<file path="src/rtl/cart_rom_arbiter.sv">
// Cartridge ROM arbiter: shares one single-port, fixed-latency ROM store
// between the two Game Boy cart read paths and the ioctl download writer.
// Downloads always win arbitration; the two readers alternate round-robin
// when both are waiting. One access is in flight at a time.
module cart_rom_arbiter #(
  parameter int AW      = 24,
  parameter int DW      = 16,
  parameter int MEM_LAT = 2
) (
  input  logic          clk_sys,
  input  logic          reset,
  input  logic          dl_mode,
  input  logic          dl_req,
  input  logic [AW-1:0] dl_addr,
  input  logic [DW-1:0] dl_data,
  output logic          dl_ack,
  input  logic          rd0_req,
  input  logic [AW-1:0] rd0_addr,
  output logic          rd0_ack,
  output logic [DW-1:0] rd0_data,
  input  logic          rd1_req,
  input  logic [AW-1:0] rd1_addr,
  output logic          rd1_ack,
  output logic [DW-1:0] rd1_data,
  output logic          mem_req,
  output logic          mem_we,
  output logic [AW-1:0] mem_addr,
  output logic [DW-1:0] mem_din,
  input  logic [DW-1:0] mem_dout
);

  typedef enum logic [1:0] {S_IDLE, S_ISSUE, S_WAIT, S_DONE} state_t;
  typedef enum logic [1:0] {G_RD0, G_RD1, G_WR} gnt_t;

  // WAIT lasts MEM_LAT cycles; read data is valid in its last cycle.
  localparam int            CW       = (MEM_LAT > 1) ? $clog2(MEM_LAT) : 1;
  localparam logic [CW-1:0] CNT_LAST = CW'(MEM_LAT - 1);

  state_t        state_q;
  gnt_t          gnt_q;
  logic [CW-1:0] cnt_q;
  logic          rr_q;
  logic          dl_ack_q;
  logic          rd0_ack_q;
  logic          rd1_ack_q;
  logic [DW-1:0] rd0_data_q;
  logic [DW-1:0] rd1_data_q;
  logic          mem_req_q;
  logic          mem_we_q;
  logic [AW-1:0] mem_addr_q;
  logic [DW-1:0] mem_din_q;
  logic          rd_pick_d;

  // Reader selection: round-robin pointer breaks ties, otherwise the lone requester.
  always_comb begin
    rd_pick_d = 1'b0;
    if (rd0_req && rd1_req) begin
      rd_pick_d = rr_q;
    end else if (rd1_req) begin
      rd_pick_d = 1'b1;
    end
  end

  // Arbitration FSM with registered memory strobes, acks and read data.
  always_ff @(posedge clk_sys) begin
    if (reset) begin
      state_q    <= S_IDLE;
      gnt_q      <= G_RD0;
      cnt_q      <= '0;
      rr_q       <= 1'b0;
      dl_ack_q   <= 1'b0;
      rd0_ack_q  <= 1'b0;
      rd1_ack_q  <= 1'b0;
      rd0_data_q <= '0;
      rd1_data_q <= '0;
      mem_req_q  <= 1'b0;
      mem_we_q   <= 1'b0;
      mem_addr_q <= '0;
      mem_din_q  <= '0;
    end else begin
      dl_ack_q  <= 1'b0;
      rd0_ack_q <= 1'b0;
      rd1_ack_q <= 1'b0;
      case (state_q)
        S_IDLE: begin
          if (dl_req) begin
            gnt_q      <= G_WR;
            mem_addr_q <= dl_addr;
            mem_din_q  <= dl_data;
            mem_req_q  <= 1'b1;
            mem_we_q   <= 1'b1;
            state_q    <= S_ISSUE;
          end else if (!dl_mode && (rd0_req || rd1_req)) begin
            gnt_q      <= rd_pick_d ? G_RD1 : G_RD0;
            mem_addr_q <= rd_pick_d ? rd1_addr : rd0_addr;
            mem_req_q  <= 1'b1;
            mem_we_q   <= 1'b0;
            state_q    <= S_ISSUE;
          end
        end
        S_ISSUE: begin
          mem_req_q <= 1'b0;
          mem_we_q  <= 1'b0;
          cnt_q     <= '0;
          if (gnt_q == G_WR) begin
            dl_ack_q <= 1'b1;
            state_q  <= S_DONE;
          end else begin
            state_q  <= S_WAIT;
          end
        end
        S_WAIT: begin
          if (cnt_q == CNT_LAST) begin
            if (gnt_q == G_RD1) begin
              rd1_data_q <= mem_dout;
              rd1_ack_q  <= 1'b1;
            end else begin
              rd0_data_q <= mem_dout;
              rd0_ack_q  <= 1'b1;
            end
            state_q <= S_DONE;
          end else begin
            cnt_q <= cnt_q + 1'b1;
          end
        end
        S_DONE: begin
          // Next tie goes to the reader that was not just served.
          if (gnt_q != G_WR) begin
            rr_q <= (gnt_q == G_RD0);
          end
          state_q <= S_IDLE;
        end
        default: state_q <= S_IDLE;
      endcase
    end
  end

  assign dl_ack   = dl_ack_q;
  assign rd0_ack  = rd0_ack_q;
  assign rd1_ack  = rd1_ack_q;
  assign rd0_data = rd0_data_q;
  assign rd1_data = rd1_data_q;
  assign mem_req  = mem_req_q;
  assign mem_we   = mem_we_q;
  assign mem_addr = mem_addr_q;
  assign mem_din  = mem_din_q;

endmodule

</file>
<file path="config.mk">
export PLATFORM = sky130hd
export DESIGN_NAME = cart_rom_arbiter
export DESIGN_NICKNAME = d
export VERILOG_FILES = /design/src/rtl/cart_rom_arbiter.sv
export SDC_FILE = /design/constraint.sdc
export NUM_CORES = 1
export LEC_CHECK = 0
export CAP_MARGIN = 30
export CORE_MARGIN = 3
export CORE_UTILIZATION = 35
export DETAILED_ROUTE_END_ITERATION = 8
export PLACE_DENSITY = 0.73
export RECOVER_POWER = 100
export SLEW_MARGIN = 0
export SYNTH_ARGS = -nofsm -noshare
export SYNTH_HDL_FRONTEND = slang
export SYNTH_SLANG_ARGS = --single-unit
</file>
<file path="constraint.sdc">
create_clock -name clk_sys -period 1.45 [get_ports clk_sys]
set_clock_uncertainty 0.1 [all_clocks]
set_input_delay 0.29 -clock clk_sys [delete_from_list [all_inputs] [get_ports clk_sys]]
set_output_delay 0.29 -clock clk_sys [all_outputs]
set_load 0.01 [all_outputs]
</file>
After elaboration in Yosys (flattened, before gate mapping):

Cells that the tools add are included.

* $add $sub $neg: 1
* multiplexer cells: 24
* eq/ne operators: 8
* reductions and logical operators: 18
* magnitude comparators: 0
* shifts and indexed selects: 0
* divide/modulo/power cells: 0
* bitwise gates (word level): 4
* $mul: 0

Operator list (count)
* 24-bit two-way mux: 3
* 1-bit two-way mux: 12
* 2-bit two-way mux: 5
* 2-bit AND reduction: 5
* 2-bit case mux with 4 select lines: 1
* 2-bit == test (second input constant): 3
* 1-bit case mux with 2 select lines: 3
* 3-bit AND reduction: 2
* 2-bit nonzero test: 3
* 2-bit by 1-bit == test with 1-bit output (second input constant): 2
* 2-bit zero test: 2
* 2-bit != test (second input constant): 2
* 1-bit NOT: 4
* 3-bit != test (second input constant): 1
* 3-bit OR reduction: 1
* 1-bit logical AND: 2
* 2-bit OR reduction: 1
* 1-bit adder (second input constant): 1
* 1-bit zero test: 1
* 1-bit logical OR: 1

* output and inout bits: 77
* bits in latches: 0
* bits in registers: 83
* input bits: 110
* memories kept: 0
* bits in writable memories: 0
* ROM bits: 0

Depth between registers and ports, before layout:

* word-level depth: 5
* depth in mapped cells: 7
* depth with buffers taken out: 6

Worst setup path before layout:

Ideal clock, no wire load.

* path type: reg2reg
* start: reg state_q[0]
* end: reg rd0_data_q[10] (netlist: rd0_data[10])
* stages on the path, launching flop included: 7
* data arrival time: 1.367 ns
* buffers on the path: 1
* required time: 1.280 ns
* slack: -0.087 ns
* setup time: 0.070 ns
* period minus slack after synthesis: 1.537 ns
* cells stage by stage: dfxtp_1 > inv_1 > ha_1 > nand3_1 > clkbuf_1 > nand2_1 > a21oi_1

* longest elaborated chain between the ends: 2

RTL lines
* start, declared: line 39 `state_t state_q;`
* start signal, assigned: line 67 `state_q <= S_IDLE;`
* start signal, assigned: line 92 `state_q <= S_ISSUE;`
* start signal, assigned: line 98 `state_q <= S_ISSUE;`
* 2-bit == test: line 84 `case (state_q)`
* 3-bit AND reduction (no line)
* end signal, assigned: line 118 `rd0_data_q <= mem_dout;`
* end, declared: line 46 `logic [DW-1:0] rd0_data_q;`

Every way passes these cells.
A chain may end at the register's enable or synchronous reset.

Worst setup path in the final report:

* start: reg state_q[0]
* end: reg gnt_q[0]

* longest elaborated chain between the ends: 2

RTL lines
* 2-bit zero test: line 84
* 2-bit AND reduction (no line)
* end signal, assigned: line 94 `gnt_q <= rd_pick_d ? G_RD1 : G_RD0;`
* end, declared: line 40 `gnt_t gnt_q;`

Every way passes these cells.

==> results.yml <==
floorplan:
  rows: 38
  die_width_um: 113
  core_region_area_um2: 11000
  die_h_um: 113
  die_area_um2: 12700
  ioPinCount: 187
  start_util_pct: 36.2
logic_synthesis:
  synth_mux_area_share_pct: 0.504
  ys_ff_latch: 83
  syn_nets: 575
  synth_top_family_by_area: "simple AND/OR/NAND/NOR gates"
  syn_inst: 460
  synth-xor-area-share_pct: 0
  ys_types: 34
  synth-edff-count: 0
  synth_ff_type: "dfxtp_1"
  yosysSeqAreaShare_pct: 41.8
  netlist_area_um2: 3980
  synthAdderAreaFrac_pct: 1.57
  synth_compound_area_share_pct: 24.7
  async_flop_share_pct: 0
  yosysWarnings: 0
  synth.avg_cell_area_um2: 8.64
  yosys.area_share.simple_pct: 25.5
pwr:
  total_switching_power_w: 0.00266
  clock_power_share_pct: 27.3
  finalPower_w: 0.00840
  swShare_pct: 31.6
  power_leakage_nw: 2.84
  seq_power_share_pct: 33.8
  p_int_w: 0.00574
  ir_worst_vdd_uv: 923
  powerDensity_nw_per_um2: 1260
  power.share.combinational_pct: 38.9
setup_path:
  criticalPathCategory: "reg2reg"
  endpoint_kind: "register"
  path_cells: "inv_4, ha_4, o21ai_4, buf_6, or3_4, a21oi_2"
  rr_worst_depth: 6
  rrSetupSlack_ns: 0.04
  cp-start-kind: "register"
  cp.required_ns: 1.62
  timing.rr.end: "gnt_q[0]"
  worst_path_max_delay_cell: "dfxtp_2"
  r2r-start: "state_q[0]"
  crit_fanout: 6
  crit_arrival_ns: 1.58
  slowest_delay_ns: 0.34
cells_and_area:
  drive_above_1_share_pct: 19.8
  fillers: 965
  final_common_cell: "nand2_1"
  syn_to_final_growth_pct: 67.7
  regArea_um2: 1670
  multiInputGateArea_um2: 2230
  layout_common_cells: "123 x nand2_1, 104 x clkdlybuf4s50_1, 80 x dfxtp_1, 79 x dlygate4sd2_1, 46 x a21oi_1"
  fin_util_pct: 60.7
  diodes: 0
  layout.nets: 774
routing:
  viasPerCell: 5.07
  avgRoutedWirePerCell_um: 16.2
  wl_um: 13000
  drc: 0
  drtAntennaViolNets: 0
  drt_iter0_markers: 325
  drt_first_pass_iters: 5
  vias: 4069
sta:
  fin_hold_ws_ns: 0.339
  hold_violations: 0
  worst_pin_slew_ns: 0.677
  fin_crit_ns: 1.41
  setup_viol: 0
  clock.fmax_mhz: 708
  grt_setup_unrepaired: "yes"
  slew-limit-headroom_pct: 54.9
  drv_slew: 0
  min_period_over_period_pct: 97.4
global_routing:
  gr-total-overflow: 0
  grt_pass1_vias: 4077
  grt_pass1_wl_um: 20800
  grt_max_degree: 55
  grtUsageTotal_pct: 20.1
  antenna_found_initial: 0
placed_design:
  gp_congestion: 0.818
  io_buffers: 186
  dpl.hpwl_um: 9310
clock_tree:
  clk_latency_ns: 0.33
  clock-sinks: 83
  ctsLongestPathBuffers: 2
  ctsHoldBuffers: 0
  cts_tree: "done"
  h-tree-depth: 3
  cts-root-buf: "clkbuf_16"
  cts-buffers-inserted: 9
  clk_pin_slew_worst_paths_ns: 0.06
min_path:
  min_from: "dl_req"
  hold_class: "in2reg"
  worstHoldEndpoint: "mem_req"
  min_path_cells: 3
flow_run:
  cap_violations: 0
outcome:
  status: "completed"
[sequential cells by signal, summed over array words and instances, names as in the netlist]
| name | flops |
|---|---|
| mem_addr | 24 |
| mem_din | 16 |
| rd0_data | 16 |
| rd1_data | 16 |
| gnt_q | 2 |
| state_q | 2 |
| cnt_q | 1 |
| dl_ack | 1 |
| mem_req | 1 |
| mem_we | 1 |
| rd0_ack | 1 |
| rd1_ack | 1 |
| rr_q | 1 |
[critical path, delay by kind of cell (launching register included)]
family / cells / cell delay [ns]
buffers and inverters: 2 / 0.22
adders and majority gates: 1 / 0.16
and+or+nand+nor: 1 / 0.32
DFF: 1 / 0.34
AOI/OAI and AO/OA: 2 / 0.22
[metrics by stage]
step / std cells / worst slack, ns / setup TNS [ns] / cell area, um2
floorplan: 460 / 0.000342 / 0 / 4000
detailed placement: 776 / -0.551 / -13.37 / 6140
CTS: 800 / -0.00772 / -0.0155 / 6550
global route: 803 / -0.0360 / -0.349 / 6670
finish: 803 / 0.0381 / 0 / 6670
global placement: 776 / -0.511 / -12.34 / 6140
[synthesized netlist by cell type, types with 2 or more instances]
master / count / area [um2]
a211oi_1: 5 / 37.5
a211oi_2: 20 / 250
a21oi_1: 53 / 265
buf_1: 3 / 11.3
buf_2: 13 / 65.1
buf_4: 3 / 22.5
buf_6: 2 / 22.5
buf_8: 2 / 30.0
clkbuf_1: 16 / 60.1
dfxtp_1: 83 / 1660
ha_1: 5 / 62.6
inv_1: 6 / 22.5
mux2i_1: 2 / 20.0
nand2_1: 124 / 465
nand3_1: 2 / 10.0
nand3b_1: 24 / 180
nor2_1: 31 / 116
nor2_2: 2 / 12.5
nor2b_1: 26 / 163
o41ai_1: 3 / 26.3
o41ai_2: 21 / 342
or3_1: 2 / 12.5
[repair_timing]
item                       in CTS  in global routing
pin swaps                      10                 11
setup endpoints to repair     126                 59
buffers inserted                7                  1
gates cloned                    2                  2
resized for setup              99                 28
[how the worst max path moves through the flow]
stage,startpoint,to,slack (ns),cells after the start
final,state_q[0],gnt_q[0],0.04,6
after global routing,state_q[1],rd0_data[1],-0.04,7
after CTS,state_q[1],rd0_data[1],-0.008,7
after detailed placement,rd0_req,mem_addr[10],-0.55,6
after global placement,rd0_req,mem_addr[10],-0.51,6
after floorplan,rd0_req,mem_addr[0],0.0003,7
[routing by layer]
layer	routed length [um]	global-route usage, %
met4	247	6.41
met3	1180	6.42
met1	5270	24.6
met2	6310	33.5
met5	0	0
[power by group through the flow]
stage                     clock, W  sequential (W)  combinational, W
after CTS                  0.00236         0.00283           0.00318
after global placement           0         0.00287           0.00293
after floorplan                  0         0.00300           0.00140
final                      0.00229         0.00284           0.00327
after global routing       0.00244         0.00288           0.00354
after detailed placement         0         0.00288           0.00300
[area by class of cell]
class | instances | share of cell area [%]
Clock buffer | 10 | 3.58
Clock inverter | 5 | 0.957
Inverter | 6 | 0.375
Multi-Input combinational cell | 332 | 33.5
Sequential cell | 83 | 25.0
Tap cell | 140 | 2.63
Timing Repair Buffer | 227 | 34.0
[cells by family after synthesis]
logic type / count (synthesis)
simple gates: 217
compound gates: 108
flops: 83
buf+inv: 45
fa+ha+maj: 5
mux: 2
(Power assumes the default switching activity.)
